File: config.mk
export PLATFORM = sky130hd
export DESIGN_NAME = hazard_fwd_ctrl
export DESIGN_NICKNAME = d
export VERILOG_FILES = /design/src/rtl/hazard_fwd_ctrl.sv
export SDC_FILE = /design/constraint.sdc
export NUM_CORES = 1
export LEC_CHECK = 0
export CORE_ASPECT_RATIO = 0.7
export CORE_MARGIN = 1
export CORE_UTILIZATION = 50
export DETAILED_ROUTE_END_ITERATION = 12
export PLACE_DENSITY = 0.79
export SLEW_MARGIN = 20
export SYNTH_ARGS = -nofsm -noshare
export SYNTH_HDL_FRONTEND = slang
export SYNTH_SLANG_ARGS = --single-unit
File: constraint.sdc
create_clock -name clk -period 2.6 [get_ports clk]
set_input_delay 0.26 -clock clk [delete_from_list [all_inputs] [get_ports clk]]
set_output_delay 0.26 -clock clk [all_outputs]
set_load 0.03 [all_outputs]
File: src/rtl/hazard_fwd_ctrl.sv
// Forwarding-select and stall controller for a 5-stage pipeline.
// Tracks EX/MEM/WB destinations and drives one-hot operand mux selects plus load-use/memory-wait stalls.
module hazard_fwd_ctrl #(
    parameter int REG_W  = 5,
    parameter int CNT_W  = 16,
    parameter int FWD_WB = 1
) (
    input  logic             clk,
    input  logic             rst,
    input  logic             id_valid,
    input  logic [REG_W-1:0] id_rs,
    input  logic [REG_W-1:0] id_rt,
    input  logic             id_uses_rs,
    input  logic             id_uses_rt,
    input  logic             id_wr_en,
    input  logic [REG_W-1:0] id_wr_addr,
    input  logic             id_is_load,
    input  logic             id_flush,
    input  logic             mem_ready,
    input  logic             cnt_clr,
    output logic             fwd_rs_ex,
    output logic             fwd_rs_mem,
    output logic             fwd_rs_wb,
    output logic             fwd_rt_ex,
    output logic             fwd_rt_mem,
    output logic             fwd_rt_wb,
    output logic             stall_id,
    output logic             bubble_ex,
    output logic             freeze,
    output logic [1:0]       state,
    output logic [CNT_W-1:0] stall_count
);

    typedef enum logic [1:0] {
        RUN     = 2'd0,
        LDSTALL = 2'd1,
        MEMWAIT = 2'd2
    } state_t;

    state_t cur_state, nxt_state;

    logic             ex_valid, ex_wr_en, ex_is_load;
    logic [REG_W-1:0] ex_addr;
    logic             mem_valid, mem_wr_en;
    logic [REG_W-1:0] mem_addr;
    logic             wb_valid, wb_wr_en;
    logic [REG_W-1:0] wb_addr;

    logic load_use, stall_int;
    logic rs_ex_m, rs_mem_m, rs_wb_m, rt_ex_m, rt_mem_m, rt_wb_m;

    function automatic logic match(input logic v, input logic w,
                                   input logic [REG_W-1:0] a, input logic [REG_W-1:0] r);
        return v & w & (a == r) & (r != '0);
    endfunction

    always_comb begin
        rs_ex_m  = match(ex_valid,  ex_wr_en,  ex_addr,  id_rs);
        rs_mem_m = match(mem_valid, mem_wr_en, mem_addr, id_rs);
        rs_wb_m  = match(wb_valid,  wb_wr_en,  wb_addr,  id_rs);
        rt_ex_m  = match(ex_valid,  ex_wr_en,  ex_addr,  id_rt);
        rt_mem_m = match(mem_valid, mem_wr_en, mem_addr, id_rt);
        rt_wb_m  = match(wb_valid,  wb_wr_en,  wb_addr,  id_rt);
    end

    // Youngest producer wins; a load in EX blocks fall-through to older stages.
    always_comb begin
        fwd_rs_ex  = id_valid & id_uses_rs & rs_ex_m & ~ex_is_load;
        fwd_rs_mem = id_valid & id_uses_rs & rs_mem_m & ~rs_ex_m;
        fwd_rs_wb  = id_valid & id_uses_rs & rs_wb_m & ~rs_ex_m & ~rs_mem_m & (FWD_WB != 0);
        fwd_rt_ex  = id_valid & id_uses_rt & rt_ex_m & ~ex_is_load;
        fwd_rt_mem = id_valid & id_uses_rt & rt_mem_m & ~rt_ex_m;
        fwd_rt_wb  = id_valid & id_uses_rt & rt_wb_m & ~rt_ex_m & ~rt_mem_m & (FWD_WB != 0);
    end

    always_comb begin
        load_use = id_valid & ~id_flush & ex_valid & ex_is_load & ex_wr_en & (ex_addr != '0)
                 & ((id_uses_rs & (ex_addr == id_rs)) | (id_uses_rt & (ex_addr == id_rt)));
        stall_int = ~mem_ready | load_use;
    end

    always_ff @(posedge clk or posedge rst) begin
        if (rst) cur_state <= RUN;
        else     cur_state <= nxt_state;
    end

    always_comb begin
        nxt_state = RUN;
        if (!mem_ready)    nxt_state = MEMWAIT;
        else if (load_use) nxt_state = LDSTALL;
    end

    // Stall outputs are masked by rst so everything reads 0 while reset is held.
    always_comb begin
        state     = cur_state;
        freeze    = ~rst & ~mem_ready;
        stall_id  = ~rst & stall_int;
        bubble_ex = ~rst & mem_ready & load_use;
    end

    always_ff @(posedge clk or posedge rst) begin
        if (rst) begin
            ex_valid   <= 1'b0;
            ex_wr_en   <= 1'b0;
            ex_is_load <= 1'b0;
            ex_addr    <= '0;
            mem_valid  <= 1'b0;
            mem_wr_en  <= 1'b0;
            mem_addr   <= '0;
            wb_valid   <= 1'b0;
            wb_wr_en   <= 1'b0;
            wb_addr    <= '0;
        end else if (mem_ready) begin
            mem_valid <= ex_valid;
            mem_wr_en <= ex_wr_en;
            mem_addr  <= ex_addr;
            wb_valid  <= mem_valid;
            wb_wr_en  <= mem_wr_en;
            wb_addr   <= mem_addr;
            if (load_use) begin
                ex_valid   <= 1'b0;
                ex_wr_en   <= 1'b0;
                ex_is_load <= 1'b0;
                ex_addr    <= '0;
            end else begin
                ex_valid   <= id_valid & ~id_flush;
                ex_wr_en   <= id_wr_en;
                ex_is_load <= id_is_load;
                ex_addr    <= id_wr_addr;
            end
        end
    end

    always_ff @(posedge clk or posedge rst) begin
        if (rst)                         stall_count <= '0;
        else if (cnt_clr)                stall_count <= '0;
        else if (stall_int && !(&stall_count)) stall_count <= stall_count + 1'b1;
    end

endmodule

* Word-level counts from Yosys, hierarchy flattened
Index checks and enable logic that the tools add are counted.
Word-level totals: output and inout port bits 27, word-level logic and storage cells 87, input port bits 25, register bits after elaboration 40
Cells by class: multiplexer cells 8, bitwise gates (word level) 53, equality and inequality tests 6, add/subtract/negate cells 1, reductions and logical operators 7
Operators by type and width (count):
- 1-bit AND | 43
- 16-bit two-way mux | 2
- 5-bit == test | 6
- 16-bit by 1-bit adder with 16-bit output, second input constant | 1
- 16-bit AND reduction | 1
- 5-bit nonzero test | 3
- 1-bit NOT | 8
- 5-bit two-way mux | 1
- 1-bit two-way mux | 4
- 2-bit two-way mux | 1
- 1-bit OR | 2
- 2-bit nonzero test | 1
- 1-bit logical AND | 1
- 1-bit logical NOT | 1

* Longest topological paths before layout
Gate-level depths: netlist of the first run.
depth after elaboration 11, gate-level depth with buffers 8

* Least setup slack after synthesis of the first run
Ideal clock, no wire load.
path kind register -> output, from reg ex_addr[2], to out bubble_ex, data arrival time 1.947 ns, buffers on the path 0, required time 2.340 ns, slack 0.393 ns, cell stages (with the launch flop) 5, cells stage by stage dfrtp_1 -> xor2_1 -> nor3_2 -> a32oi_2 -> nor4_1
Between the ends: cells in the longest elaborated chain, start to end 5
Ends and longest elaborated chain:
- start, declared | RTL line 43 | logic [REG_W-1:0] ex_addr;
- start signal, assigned | RTL line 129 | ex_addr <= id_wr_addr;
- 5-bit == test | RTL line 78 | & ((id_uses_rs & (ex_addr == id_rs)) | (id_uses_rt & (ex_addr == id_rt)));
- 1-bit AND | RTL line 78
- 1-bit OR | RTL line 78
- 1-bit AND (*) | RTL line 78
- 1-bit AND (*) | RTL line 98 | bubble_ex = ~rst & mem_ready & load_use;
- end, declared | RTL line 28 | output logic bubble_ex,
Every way passes the cells marked *; elsewhere a longest branch is shown, timed or not.

* Final worst setup path of the first run
from reg ex_addr[2], to out stall_id
Between the ends: cells in the longest elaborated chain, start to end 6
Ends and longest elaborated chain:
- 5-bit == test | RTL line 78
- 1-bit AND | RTL line 78
- 1-bit OR | RTL line 78
- 1-bit AND (*) | RTL line 78
- 1-bit OR (*) | RTL line 79 | stall_int = ~mem_ready | load_use;
- 1-bit AND (*) | RTL line 97 | stall_id = ~rst & stall_int;
- end, declared | RTL line 27 | output logic stall_id,
Marked as above.

==> impl_metrics.yaml, run 1 <==
clocking:
  cts.sinks: 40
  tritoncts: "built"
  cts_hold_buf: 0
  clock_path_buffers: 2
  clk_pin_slew_ns: 0.08
  numCtsBuffers: 5
  clk_latency_ns: 0.29
  cts_resized: 0
  htree_levels: 2
  cts_setup_buffers: 0
  cts_root_buffer: "clkbuf_8"
floorplanning:
  dieArea_um2: 4960
  fp.coreArea_um2: 4400
  rows: 20
  fp.dieH_um: 59.3
  io_pins: 52
  start_util_pct: 53.2
  die_x_um: 83.8
yosys:
  syn_inst: 230
  async_reset_ff_share_pct: 100
  seq_area_frac_synth_pct: 42.8
  synth_top_area_cell: "dfrtp_1"
  synth_top_flop_cell: "dfrtp_1"
  syn-cell-area_um2: 2340
  ys_ff_latch: 40
  yosysMostFrequentCell: "dfrtp_1"
  synthesis.nets: 256
  synth_top_area_share_pct: 42.8
  avgSynthCellArea_um2: 10.2
  synthTopCellsByCount: "dfrtp_1 (40), nand2_1 (19), xnor2_1 (19), mux2_2 (14), nor2_1 (14)"
  synthTopCellsByArea: "dfrtp_1 (43%), xnor2_1 (7.1%), mux2_2 (6.7%)"
  synth_edf_count: 0
  synth_cell_types: 43
  yosysWarnings: 0
sta:
  setup_viol: 0
  relSlewSlack_pct: 64.2
  fin_crit_sh_pct: 92.8
  rsz0062_at_grt: "no"
  min_period_ns: 2.41
  fin_hold_ws_ns: 0.499
  final_max_slew_viol_count: 0
  fin_worst_skew_ns: 0.0115
  finalHoldViolCount: 0
  tightest_slew_ns: 0.534
  fmax_mhz: 414
  fin_setup_tns_ns: 0
global_routing:
  grt_pass1_vias: 1794
  grt_max_degree: 41
  antenna_found_initial: 0
  globalRouteTotalUtil_pct: 24.3
  grt_overflow: 0
  grt_pass1_wl_um: 9270
outcome:
  status: "finished, final reports clean"
cells_and_area:
  area_growth_syn_to_layout_pct: 29.0
  design_area_um2: 3020
  utilization_pct: 68.6
  drive_gt1_share_pct: 16.4
  fin_nets: 318
  antenna_cells: 0
routing:
  vias: 2035
  ant_nets: 0
  met1Wirelength_um: 2830
  routedWlPerCell_um: 16.1
  drt-pass1-iter-count: 4
  routed.top_layer: "met4"
  met2_length_um: 2360
  first_iter_violations: 165
  wirelength_um: 5610
  drt_drc_violations_left: 0
  met3_length_um: 384
  viasPerCell: 5.85
flow_run:
  cap_violations: 0
worst_setup_path:
  r2r_slack_ns: 0.36
  crit_type: "reg -> out"
  required_ns: 2.34
  slowest_stage: "or4_1"
  path_cells: "or4_1, o2111ai_2, o21a_2, nor2_1, buf_4"
  crit_path_end_kind: "output pin"
  worstPathMaxFanout: 15
  critPathBufInv: 1
  startpoint_type: "flip-flop"
  crit_family: "simple AND/OR/NAND/NOR gates"
  slowest_delay_ns: 0.56
  crit_arrival_ns: 2.15
pwr:
  powerDensity_nw_per_um2: 475
  leakage_uw: 0.00118
  ir_drop_v: 0.000381
placed_design:
  io_buffers: 51
  place_hpwl_um: 4290
  placed_cell_area_um2: 2930
  globalplace.congestion: 0.923
min_path:
  hold_path.class: "in -> async"
[cell type report]
| type | instances | area [µm²] |
|---|---|---|
| well taps | 55 | 68.8 |
| clock buffers | 8 | 90.1 |
| fillers | 353 | 1390 |
| repair buffers | 63 | 586 |
| flip-flops and latches | 40 | 1000 |
| inverters | 4 | 15.0 |
| multi-input cells | 178 | 1260 |
[stage by stage]
step,total power (µW),instances,worst slack (ns)
after floorplan,913,230,0.393
after global placement,1020,340,0.101
after detailed placement,1030,340,0.0359
after CTS,1450,348,0.0235
after global routing,1520,348,0.0568
final,1430,348,0.186
[logic make-up (layout without fill, tap and decap cells)]
kind of cell | Yosys count | in the layout | synth area share, %
AO/OA/AOI/OAI | 42 | 42 | 12.8
multiplexers | 15 | 15 | 7.16
buffers and inverters | 12 | 75 | 3.53
flip-flops | 40 | 40 | 42.8
XOR/XNOR | 31 | 31 | 11.6
adder cells (fa/ha/maj) | 1 | 1 | 0.534
AND/OR/NAND/NOR | 89 | 89 | 21.6
[power breakdown]
| group | internal, µW | switching, µW | total, µW |
|---|---|---|---|
| logic | 152 | 130 | 281 |
| registers | 670 | 65.8 | 736 |
| clock network | 217 | 201 | 417 |
| total | 1040 | 396 | 1430 |
[worst reg2reg max path: stages, from the launching register on]
cell     delay [ns]
dfrtp_1        0.47
xor2_1         0.20
nor3_1         0.32
a32oi_2        0.16
o21a_2         0.35
or4_1          0.53
a21oi_1        0.15
[flip-flops by register name (all words and copies together), names as in the netlist]
name / flops
mem_wr_en: 1
ex_wr_en: 1
ex_valid: 1
wb_wr_en: 1
stall_count: 16
wb_valid: 1
ex_addr: 5
state: 2
mem_addr: 5
ex_is_load: 1
mem_valid: 1
wb_addr: 5
[path summary, 6_finish.rpt]
| check | from | end | depth (start not counted) |
|---|---|---|---|
| max | ex_addr[2] | stall_id | 5 |
| min | rst | ex_valid | 3 |
| max reg2reg | ex_addr[2] | stall_count[4] | 6 |
| min reg2reg | mem_wr_en | wb_wr_en | 1 |
| max in group asynchronous | rst | stall_count[8] | 3 |
| min in group clk | id_wr_addr[4] | ex_addr[4] | 3 |
[placed cells by master (no fill, tap or decap), types with 2 or more instances in the layout]
cell | Yosys | routed
a21oi_1 | 12 | 12
buf_4 | 1 | 19
clkbuf_1 | 3 | 2
clkbuf_8 | 2 | 6
clkdlybuf4s50_1 | 0 | 43
dfrtp_1 | 40 | 40
inv_1 | 4 | 4
mux2_2 | 14 | 14
nand2_1 | 19 | 19
nand3_1 | 5 | 5
nand4_1 | 11 | 11
nor2_1 | 14 | 14
nor2b_1 | 2 | 2
nor3_1 | 3 | 3
nor3b_1 | 3 | 3
nor4_1 | 3 | 3
o21ai_0 | 6 | 6
o2bb2ai_1 | 8 | 8
o31ai_1 | 7 | 7
or3_1 | 7 | 7
or4_1 | 13 | 13
xnor2_1 | 19 | 19
xor2_1 | 12 | 12
[metal layers]
layer  GRT usage, %  vias up
met2           32.6       61
met5              0        -
met1           40.1      985
met3           4.87        4
li1               -      985
met4           4.36        0
Note: power is estimated with default switching activity, not from simulation.
==> inputs of run 2 (changes only) <==
Settings changed: CTS_CLUSTER_DIAMETER from default to 150, REMOVE_ABC_BUFFERS from default to 1.
==> impl_metrics.yaml, run 2 (synthesis gave the netlist of run 1 again) <==
sta:
  finalHoldViolCount: 0
  tightest_slew_ns: 0.602
  rsz0062_at_grt: "no"
  min_period_ns: 2.46
  final_max_slew_viol_count: 0
  setup_viol: 0
  layout_setup_ws_ns: 0.140
  fin_crit_sh_pct: 94.6
  fmax_mhz: 406
  relSlewSlack_pct: 59.4
  fin_setup_tns_ns: 0
  fin_worst_skew_ns: 0.00683
worst_setup_path:
  required_ns: 2.34
  startpoint_type: "flip-flop"
  crit_arrival_ns: 2.20
  rr_worst_depth: 6
  crit_type: "reg -> out"
  worstPathMaxFanout: 5
  crit_path_end_kind: "output pin"
clocking:
  tritoncts: "built"
  cts.sinks: 40
  numCtsBuffers: 5
  clock_path_buffers: 2
  htree_levels: 2
  clk_pin_slew_ns: 0.07
  clk_latency_ns: 0.29
  cts_root_buffer: "clkbuf_8"
  cts_setup_buffers: 0
routing:
  first_iter_violations: 230
  ant_nets: 0
  drt_drc_violations_left: 0
  met1Wirelength_um: 3000
  drt-pass1-iter-count: 4
  routed.top_layer: "met4"
  met3_length_um: 362
  routedWlPerCell_um: 16.7
  vias: 2045
  viasPerCell: 5.83
  met2_length_um: 2440
  wirelength_um: 5870
global_routing:
  grt_pass1_wl_um: 9720
  grt_pass1_vias: 1924
  antenna_found_initial: 0
  grt_overflow: 0
  grt_max_degree: 41
  globalRouteTotalUtil_pct: 25.7
floorplanning:
  die_x_um: 83.8
  fp.coreArea_um2: 4400
  io_pins: 52
  rows: 20
  dieArea_um2: 4960
  start_util_pct: 53.2
  fp.dieH_um: 59.3
cells_and_area:
  instances_no_fill: 351
  layout_commonest_cell: "clkdlybuf4s50_1"
  top_register: "stall_count"
  layout_common_cells: "clkdlybuf4s50_1 (43), dfrtp_1 (40), buf_4 (23)"
  drive_gt1_share_pct: 18.2
  area_growth_syn_to_layout_pct: 30.4
  largest_register_ffs: 16
  fin_nets: 322
  antenna_cells: 0
placed_design:
  globalplace.congestion: 1.00
  place_hpwl_um: 4470
  dpl.cell_count: 344
  io_buffers: 51
  dp_slack_ns: 0.0552
pwr:
  finalPower_uw: 1410
  ir_drop_v: 0.000342
  powerDensity_nw_per_um2: 463
  leakage_uw: 0.00119
min_path:
  hold_path.class: "in -> async"
flow_run:
  cap_violations: 0
outcome:
  status: "finished, final reports clean"
run 2: layout make-up:
class	count	area [µm²]
clock buffers	6	72.6
clock inverters	1	5.00
fillers	339	1350
inverters	4	15.0
multi-input cells	178	1270
flip-flops and latches	40	1000
well taps	55	68.8
repair buffers	67	616
run 2: worst paths after layout:
kind,startpoint,endpoint,slack (ns)
setup reg to reg,ex_addr[1],stall_count[10],0.40
hold reg to reg,mem_wr_en,mem_wr_en,0.54
hold / removal,rst,state[1],0.48
setup / recovery,ex_addr[1],fwd_rs_wb,0.14
min in group clk,id_wr_addr[0],ex_addr[0],0.51
max in group asynchronous,rst,mem_addr[1],1.77
run 2: power breakdown:
part / leakage [µW] / switching (µW) / internal (µW)
combinational: 0.000635 / 130 / 156
clock: 0.0000410 / 203 / 182
sequential: 0.000519 / 71.4 / 670
total: 0.00119 / 404 / 1010
run 2: worst max-delay path: stages (launching register included):
cell and delay (ns):
dfrtp_1 0.48, xor2_1 0.21, nor3_2 0.22, nand2_1 0.10
o311ai_0 0.58, nor3b_1 0.12, buf_4 0.20
run 2: stage by stage:
stage	util, %	hold WS [ns]	cell area, µm²
floorplan	-	0.323	2270
CTS	68.9	0.493	3030
finish	69.3	0.479	3050
global route	69.3	0.513	3050
detailed placement	67.1	0.528	2960
global placement	67.1	0.521	2960
run 2: layer usage:
layer,vias to the layer above,GRT usage (%)
li1,989,-
met1,986,39.7
met2,63,35.1
met3,7,6.82
met4,0,7.26
met5,-,0
run 2: repair_timing:
| action | in CTS | in global routing |
|---|---|---|
| hold buffers | 0 | 0 |
| endpoints found under the setup margin | 1 | 5 |
| hold endpoints to repair | 0 | 0 |
| pin swaps | 0 | 0 |
| cloned | 0 | 0 |
| resized for setup | 1 | 5 |
